File: src/rtl/bit_stuff_tx.sv
// bit_stuff_tx: serial frame transmitter with zero-bit insertion.
// Parallel bytes are shifted out LSB first, one bit per clk. Inside a frame a 0
// is inserted after every RUN_LEN consecutive data 1s. Frames are delimited by
// FLAG, the idle line repeats FLAG, and an underrun sends ABORT_LEN ones.
//
// Ports:
//   clk           rising-edge clock
//   rst           synchronous active-low reset
//   in_data       byte to transmit, LSB first
//   in_last       in_data is the final byte of the frame
//   in_valid      in_data / in_last are valid
//   in_ready      byte is taken at this edge if in_valid=1 (state decode only)
//   tx_bit        registered serial line bit
//   stuffed       registered; current tx_bit is an inserted 0
//   frame_active  registered; current tx_bit is a data or stuffed bit
//   abort         registered; current tx_bit is an abort one
module bit_stuff_tx #(
    parameter int unsigned       DATA_W    = 8,
    parameter logic [DATA_W-1:0] FLAG      = DATA_W'(8'h7E),
    parameter int unsigned       RUN_LEN   = 5,
    parameter int unsigned       ABORT_LEN = 7
) (
    input  logic              clk,
    input  logic              rst,
    input  logic [DATA_W-1:0] in_data,
    input  logic              in_last,
    input  logic              in_valid,
    output logic              in_ready,
    output logic              tx_bit,
    output logic              stuffed,
    output logic              frame_active,
    output logic              abort
);

    localparam int unsigned IDX_MAX = (DATA_W > ABORT_LEN) ? DATA_W : ABORT_LEN;
    localparam int unsigned IDX_W   = $clog2(IDX_MAX);
    localparam int unsigned CNT_W   = $clog2(RUN_LEN + 1);

    localparam logic [IDX_W-1:0] LAST_BIT  = IDX_W'(DATA_W - 1);
    localparam logic [IDX_W-1:0] ABORT_END = IDX_W'(ABORT_LEN - 1);
    localparam logic [CNT_W-1:0] RUN_MAX   = CNT_W'(RUN_LEN);

    typedef enum logic [1:0] {
        S_IDLE  = 2'd0,
        S_DATA  = 2'd1,
        S_CLOSE = 2'd2,
        S_ABORT = 2'd3
    } state_e;

    // State describes the bit currently on tx_bit.
    state_e             state_q, state_d;
    logic [IDX_W-1:0]   idx_q, idx_d;
    logic [CNT_W-1:0]   ones_q, ones_d;
    logic               stuff_q, stuff_d;
    logic [DATA_W-1:0]  byte_q, byte_d;
    logic               last_q, last_d;
    logic               tx_bit_q, tx_bit_d;
    logic               frame_active_q, frame_active_d;
    logic               abort_q, abort_d;

    logic run_done_c;
    logic boundary_c;
    logic xfer_c;

    // A data 1 just completed a run: the next cycle must be a stuffed 0.
    assign run_done_c = (state_q == S_DATA) && !stuff_q && (ones_q == RUN_MAX);

    // Last cycle of the current flag or byte (a trailing stuffed 0 belongs to the byte).
    always_comb begin
        boundary_c = 1'b0;
        case (state_q)
            S_IDLE, S_CLOSE: boundary_c = (idx_q == LAST_BIT);
            S_DATA:          boundary_c = (idx_q == LAST_BIT) && !run_done_c;
            default:         boundary_c = 1'b0;
        endcase
    end

    assign in_ready = boundary_c && !((state_q == S_DATA) && last_q);
    assign xfer_c   = in_ready && in_valid;

    // Next-state: slot sequencing, stuffing and run counting.
    always_comb begin
        state_d = state_q;
        idx_d   = idx_q;
        ones_d  = ones_q;
        stuff_d = 1'b0;
        byte_d  = byte_q;
        last_d  = last_q;

        case (state_q)
            S_IDLE, S_CLOSE: begin
                if (boundary_c) begin
                    idx_d = '0;
                    if (xfer_c) begin
                        // Counter restarts with the first bit of the new frame.
                        state_d = S_DATA;
                        byte_d  = in_data;
                        last_d  = in_last;
                        ones_d  = in_data[0] ? CNT_W'(1) : '0;
                    end else begin
                        state_d = S_IDLE;
                        ones_d  = '0;
                    end
                end else begin
                    idx_d = idx_q + IDX_W'(1);
                end
            end
            S_DATA: begin
                if (run_done_c) begin
                    // Insert a 0; the shift index holds.
                    stuff_d = 1'b1;
                    ones_d  = '0;
                end else if (boundary_c) begin
                    idx_d = '0;
                    if (last_q) begin
                        state_d = S_CLOSE;
                        ones_d  = '0;
                    end else if (xfer_c) begin
                        // Run count carries across byte boundaries.
                        byte_d = in_data;
                        last_d = in_last;
                        ones_d = in_data[0] ? (ones_q + CNT_W'(1)) : '0;
                    end else begin
                        state_d = S_ABORT;
                        ones_d  = '0;
                    end
                end else begin
                    idx_d  = idx_q + IDX_W'(1);
                    ones_d = byte_q[idx_d] ? (ones_q + CNT_W'(1)) : '0;
                end
            end
            S_ABORT: begin
                if (idx_q == ABORT_END) begin
                    state_d = S_IDLE;
                    idx_d   = '0;
                end else begin
                    idx_d = idx_q + IDX_W'(1);
                end
            end
            default: begin
                state_d = S_IDLE;
                idx_d   = '0;
                ones_d  = '0;
            end
        endcase
    end

    // Registered line outputs derived from the next slot contents.
    always_comb begin
        tx_bit_d       = FLAG[idx_d];
        frame_active_d = 1'b0;
        abort_d        = 1'b0;
        case (state_d)
            S_DATA: begin
                tx_bit_d       = stuff_d ? 1'b0 : byte_d[idx_d];
                frame_active_d = 1'b1;
            end
            S_ABORT: begin
                tx_bit_d = 1'b1;
                abort_d  = 1'b1;
            end
            default: tx_bit_d = FLAG[idx_d];
        endcase
    end

    // State and output registers.
    always_ff @(posedge clk) begin
        if (!rst) begin
            state_q        <= S_IDLE;
            idx_q          <= '0;
            ones_q         <= '0;
            stuff_q        <= 1'b0;
            byte_q         <= '0;
            last_q         <= 1'b0;
            tx_bit_q       <= FLAG[0];
            frame_active_q <= 1'b0;
            abort_q        <= 1'b0;
        end else begin
            state_q        <= state_d;
            idx_q          <= idx_d;
            ones_q         <= ones_d;
            stuff_q        <= stuff_d;
            byte_q         <= byte_d;
            last_q         <= last_d;
            tx_bit_q       <= tx_bit_d;
            frame_active_q <= frame_active_d;
            abort_q        <= abort_d;
        end
    end

    assign tx_bit       = tx_bit_q;
    assign stuffed      = stuff_q;
    assign frame_active = frame_active_q;
    assign abort        = abort_q;

endmodule
File: config.mk
export PLATFORM = sky130hd
export DESIGN_NAME = bit_stuff_tx
export DESIGN_NICKNAME = d
export VERILOG_FILES = /design/src/rtl/bit_stuff_tx.sv
export SDC_FILE = /design/constraint.sdc
export NUM_CORES = 1
export LEC_CHECK = 0
export CORE_UTILIZATION = 58
export DETAILED_ROUTE_END_ITERATION = 16
export PLACE_DENSITY = 0.94
export SLEW_MARGIN = 10
export SYNTH_ARGS = -nofsm -noshare
export SYNTH_HDL_FRONTEND = slang
export SYNTH_SLANG_ARGS = --single-unit
File: constraint.sdc
create_clock -name clk -period 5.14 [get_ports clk]
set_clock_uncertainty 0.15 [all_clocks]
set_input_delay 1.028 -clock clk [delete_from_list [all_inputs] [get_ports clk]]
set_output_delay 1.028 -clock clk [all_outputs]
set_load 0.03 [all_outputs]
# Yosys cells after proc, flatten, opt, wreduce, memory -nomap -nowiden
# Memory sizes are Yosys's and may differ from the RTL's.
# Cells that the tools add are included.
[op_classes] muxes=47 order_cmp=2 n_reduce_logical=14 n_eq_ne=12 add_sub_neg=2
[op_table] op="$mux 8" n=5
[op_table] op="$mux 3" n=10
[op_table] op="$mux 1" n=17
[op_table] op="$pmux 8 s2" n=1
[op_table] op="$mux 2" n=6
[op_table] op="$eq 3x3->1 const B" n=3
[op_table] op="$pmux 3 s3" n=1
[op_table] op="$lt 3x4->1 const B" n=2
[op_table] op="$ne 2x2->1 const B" n=4
[op_table] op="$add 3x1->3 const B" n=2
[op_table] op="$bmux 1 s3" n=2
[op_table] op="$eq 2x2->1 const B" n=3
[op_table] op="$logic_and 1x1->1" n=6
[op_table] op="$pmux 1 s2" n=3
[op_table] op="$pmux 2 s3" n=1
[op_table] op="$pmux 3 s2" n=1
[op_table] op="$reduce_and 5->1" n=1
[op_table] op="$eq 2x1->1 const B" n=2
[op_table] op="$logic_not 1->1" n=3
[op_table] op="$logic_not 2->1" n=1
[op_table] op="$reduce_and 2->1" n=1
[op_table] op="$reduce_bool 2->1" n=1
[op_table] op="$reduce_or 2->1" n=1
[word_totals] output_inout_bits=5 regBits=21 rom_bits=8 memories=1 inputBits=12
[memory_table] memory="(name not given)" words=8 width=1 rd=1 rd_clocked_by_memory_dff=0 write_ports=0 line_no="162" rtl="default: tx_bit_d = FLAG[idx_d];"

# Longest topological paths before layout
[depth] word_depth=17 mapped_depth=9

# Worst setup path after synthesis
# OpenSTA, ideal clock, no wires.
[synth_timing] path_kind="reg2out" startpoint="reg stuff_q (netlist: stuffed)" endpoint="out in_ready" path_stages_with_launch=5 setup_slack_ns=2.212 path_buffers=1 t_required_ns=3.962 arrival_ns=1.750 cell_sequence="dfxtp_1 and3b_1 buf_2 or3_1 a21oi_1"
[synth_between] elab_chain_cells=7
[synth_rtl] item="start, declared" line_no="54" rtl="logic stuff_q, stuff_d;"
[synth_rtl] item="start signal, assigned" line_no="182" rtl="stuff_q <= stuff_d;"
[synth_rtl] item="$logic_not 1->1" line_no="66" rtl="assign run_done_c = (state_q == S_DATA) && !stuff_q && (ones_q == RUN_MAX);"
[synth_rtl] item="$logic_and 1x1->1 (2 in a row)" line_no="66"
[synth_rtl] item="$logic_not 1->1" line_no="73" rtl="S_DATA: boundary_c = (idx_q == LAST_BIT) && !run_done_c;"
[synth_rtl] item="$logic_and 1x1->1" line_no="73"
[synth_rtl] item="$pmux 1 s2" line_no="71" rtl="case (state_q)"
[synth_rtl] item="$logic_and 1x1->1" line_no="78" rtl="assign in_ready = boundary_c && !((state_q == S_DATA) && last_q);"
[synth_rtl] item="end, declared" line_no="28" rtl="output logic in_ready,"
# No other way between the ends.

# Worst setup path after layout
[layout_timing] startpoint="reg ones_q[0]" endpoint="out in_ready"
[layout_between] elab_chain_cells=6
[layout_rtl] item="start, declared" line_no="53" rtl="logic [CNT_W-1:0] ones_q, ones_d;"
[layout_rtl] item="start signal, assigned" line_no="181" rtl="ones_q <= ones_d;"
[layout_rtl] item="$eq 3x3->1" line_no="66"
[layout_rtl] item="$logic_and 1x1->1" line_no="66"
[layout_rtl] item="$logic_not 1->1" line_no="73"
[layout_rtl] item="$logic_and 1x1->1" line_no="73"
[layout_rtl] item="$pmux 1 s2" line_no="71"
[layout_rtl] item="$logic_and 1x1->1" line_no="78"
# No other way between the ends.

==> metrics list <==
* Post-Synthesis Cells: about 140
- Of the post-synthesis cell area, the part taken by muxes is between 10 and 15%.
- Each instance of the synthesized netlist takes up on average 8.88 sq um.
- Data arrival, critical path: ~2.5 ns
- For this run the aggregate overflow at the end of global routing stands at 0.
* Unrepaired setup endpoints after global routing: no
- Cell breakdown of the critical path: ha_1 -> and3b_1 -> or3_1 -> a21oi_1 -> clkdlybuf4s50_1
* Hold path depth: 2
* Number of antenna diodes: 0
- After clock tree synthesis, the clock-pin slew on the worst setup and hold paths is ~0.12 ns.
- Number of antenna violations at the first check in global routing: 0
- Setup violations remaining at the end of the flow were counted as 0.
* Number of maximum-capacitance violations: 0
- Site Rows: 16
- The worst setup path is captured at a primary output.
* Max stage delay on crit path: around 0.70 ns
- Dividing the detail-routed wire length by the instance count gives roughly 16 um.
- Hpwl dp: 2230 um
- STA puts the critical path data required time at between 3 and 4 ns.
- Once the clock tree was built, the setup fixing pass inserted 0 buffers.
* H-Tree Level Count: 1
* Number of optimization iterations in the first detailed-route pass: 4
- Category of the most critical setup path: reg2out
* Post-CTS Hold Fix Bufs: 0
* Layout Utilization: between 70% and 80%
- In this run the most critical hold path is launched from ones_q[2].
* Number of port buffers: 16
- The number of slew-limit violations in the final report was 0.
- Post-synthesis instance area: between 1000 and 1500 sq um
- Placeable core region: 2000 sq um
* Most used standard cell by instance count after synthesis: sky130_fd_sc_hd__dfxtp_1
- For this run, design rule violations remaining after detail routing come to 0.
- Worst R2R Start: idx_q[0]
- Number of warnings printed during yosys synthesis: 0
- The die covers about 2400 sq um.
- The clock passes through at most 2 buffers.
* Result of the run: completed
- Cell with the biggest individual delay on the critical path: sky130_fd_sc_hd__clkdlybuf4s50_1
- Register bit count reported by yosys: 21
- Post-Synth Simple-Gate Area: 24.8%
- Worst reg2reg path depth: 8
- The share of the Yosys chip area taken by registers is 33.1%.
- The die is 48.8 um tall.
- Worst slew pin tran: 0.629 ns
- In this run the clock root is driven by a sky130_fd_sc_hd__clkbuf_4.
* TritonCTS clock tree: yes
- Vias per cell: about 6.1
* Crit path max fanout: 11
- Summed over all instances, the cell type with the most area after synthesis is sky130_fd_sc_hd__dfxtp_1.
* Worst R2R End: tx_bit
- The detailed router finished its first iteration with 59 violations.
- Dividing total power by cell area gives a power density of approximately 200 nW/um^2.
* Hold WC Path Type: reg2reg
* Fraction of the mapped netlist area in compound gates: roughly 21%
- Summed over all failing endpoints, the final setup total negative slack is 0 ns.
* Area share of the largest cell type after synthesis: 33.1%
- Post-cts gate resize count: 0
* Ratio of cells with drive above 1 in the final layout: under 10%
- The number of hold violations in the final report was 0.
- The detail route stage leaves a number of antenna-violating nets equal to 0.
* Static power due to leakage: approximately 0.54 nW
* Final cycle utilization of the critical path: 71.9%
- Layout net count: ~180
- Slew Limit Headroom: 58.1%
- Entering global routing, the biggest net connects 22 pins.
* Total routing usage reported by global routing: 27.5%
- First-pass GRT wire length: just under 5000 um
- Distinct cell type count of the synthesized netlist: 42
- The path with the worst hold slack has its endpoint at ones_q[2].
- VDD sags by at most ~0.21 mV.
- STA classifies the critical path startpoint as a flip-flop.
- Area added between synthesis and finish: 15.5%
- Clk sink count: 21
* Synth cell count leaders: sky130_fd_sc_hd__dfxtp_1, sky130_fd_sc_hd__nor2_1, sky130_fd_sc_hd__mux2i_1
* Setup slack of the most critical reg-to-reg path: around 2.2 ns
* Post-layout total power: 0.300 mW
- For this design the top-level I/O count stands at 17.
- For this configuration, the core starts out at a cell density of between 60 and 70%.
- After layout, the minimum clock period comes to 3.70 ns.
* Final WL: 3000 um
- At the later pin of the worst-skew pair, clock insertion delay measures 0.32 ns.
* Area share of fa/ha/maj cells after synthesis: under 10%
- After Yosys synthesis, XOR and XNOR cells account for 0% of the synthesized area.
- Leading register cell type out of synthesis: sky130_fd_sc_hd__dfxtp_1
- The layout has 154 filler cells.
- Leading cell types by total area after synthesis: sky130_fd_sc_hd__dfxtp_1, sky130_fd_sc_hd__mux2i_1, sky130_fd_sc_hd__ha_1
- Synthesized netlist net count: between 150 and 200
- For this run, asynchronously set or reset flops after synthesis account for 0%.
- The die is approximately 49 um wide.
* Number of flops mapped to enable cells by yosys: 0
- Via count of the first global-routing pass: around 1000
* Fmax: between 200 and 300 MHz
- Total vias in the final route: roughly 1100
- Inserted Clock Buffers: 3
- After synthesis, the largest family of logic cells by area is simple AND/OR/NAND/NOR gates.
* Routability-driven placement congestion ratio: 0.905
==> flip-flops by register name, indices dropped and copies added (netlist names) <==
signal,cells
tx_bit,1
frame_active,1
state_q,2
idx_q,3
abort,1
stuffed,1
last_q,1
byte_q,8
ones_q,3
==> logic make-up (layout without fill, tap and decap cells) <==
group,count (synthesis),count (layout)
AOI/OAI and AO/OA,35,35
adders and majority gates,5,5
buffers and inverters,13,27
DFF,21,21
muxes,13,13
and+or+nand+nor,56,56
==> critical path, delay by kind of cell, from the launching register on <==
| kind | cells | cell delay (ns) |
|---|---|---|
| buf+inv | 1 | 0.70 |
| fa+ha+maj | 1 | 0.23 |
| compound gates | 1 | 0.21 |
| flops | 1 | 0.37 |
| simple gates | 2 | 0.69 |
==> worst max path at each step <==
stage / from / endpoint / slack, ns / cells after the start
after floorplan: stuffed / in_ready / 2.21 / 4
after global placement: in_valid / tx_bit / 1.73 / 7
after detailed placement: in_valid / tx_bit / 1.57 / 7
after CTS: ones_q[0] / in_ready / 1.47 / 5
after global routing: ones_q[1] / in_ready / 1.32 / 6
final: ones_q[0] / in_ready / 1.44 / 5
==> stage by stage <==
stage / cells / hold slack (ns) / area, sq um / setup slack [ns]
6_report: 184 / 0.371 / 1470 / 1.44
5_1_grt: 184 / 0.402 / 1470 / 1.32
4_1_cts: 184 / 0.368 / 1470 / 1.47
3_5_place_dp: 180 / 0.354 / 1440 / 1.57
3_3_place_gp: 180 / 0.329 / 1440 / 1.73
2_1_floorplan: 143 / 0.316 / 1270 / 2.21
==> cells in the final DEF, fill, tap and decap left out, types with 3 or more instances in the layout <==
cell type                         instances
sky130_fd_sc_hd__a21oi_1                  9
sky130_fd_sc_hd__and2_1                   9
sky130_fd_sc_hd__clkbuf_4                 3
sky130_fd_sc_hd__clkdlybuf4s50_1         16
sky130_fd_sc_hd__dfxtp_1                 21
sky130_fd_sc_hd__ha_1                     5
sky130_fd_sc_hd__inv_1                    7
sky130_fd_sc_hd__mux2i_1                 10
sky130_fd_sc_hd__nand2_1                  7
sky130_fd_sc_hd__nand3_1                  4
sky130_fd_sc_hd__nand3b_1                 4
sky130_fd_sc_hd__nor2_1                  11
sky130_fd_sc_hd__nor2b_1                  8
sky130_fd_sc_hd__o21ai_0                  5
sky130_fd_sc_hd__o22ai_1                  4
==> per-layer routing <==
metal | vias to the layer above | part of all wire (%) | routed length, um | track usage [%]
met2 | 46 | 49 | 1470 | 44.4
li1 | 547 | - | - | -
met3 | 5 | 5.7 | 172 | 3.74
met5 | - | 0 | 0 | 0
met1 | 525 | 44 | 1310 | 36.9
met4 | 0 | 1.6 | 47 | 11.3
==> where the power goes <==
group	internal, mW	total (mW)	switching, mW
combinational	0.0227	0.0460	0.0233
sequential	0.166	0.170	0.00387
clock	0.0292	0.0838	0.0546
total	0.218	0.300	0.0818
==> cell type report <==
cell class | instances | area, sq um | area share (%)
repair buffers | 16 | 160 | 10.9
multi-input cells | 109 | 798 | 54.4
flip-flops and latches | 21 | 420 | 28.7
well taps | 27 | 33.8 | 2.30
clock inverters | 1 | 5.00 | 0.341
inverters | 7 | 26.3 | 1.79
clock buffers | 3 | 22.5 | 1.54
(Power assumes the default switching activity.)
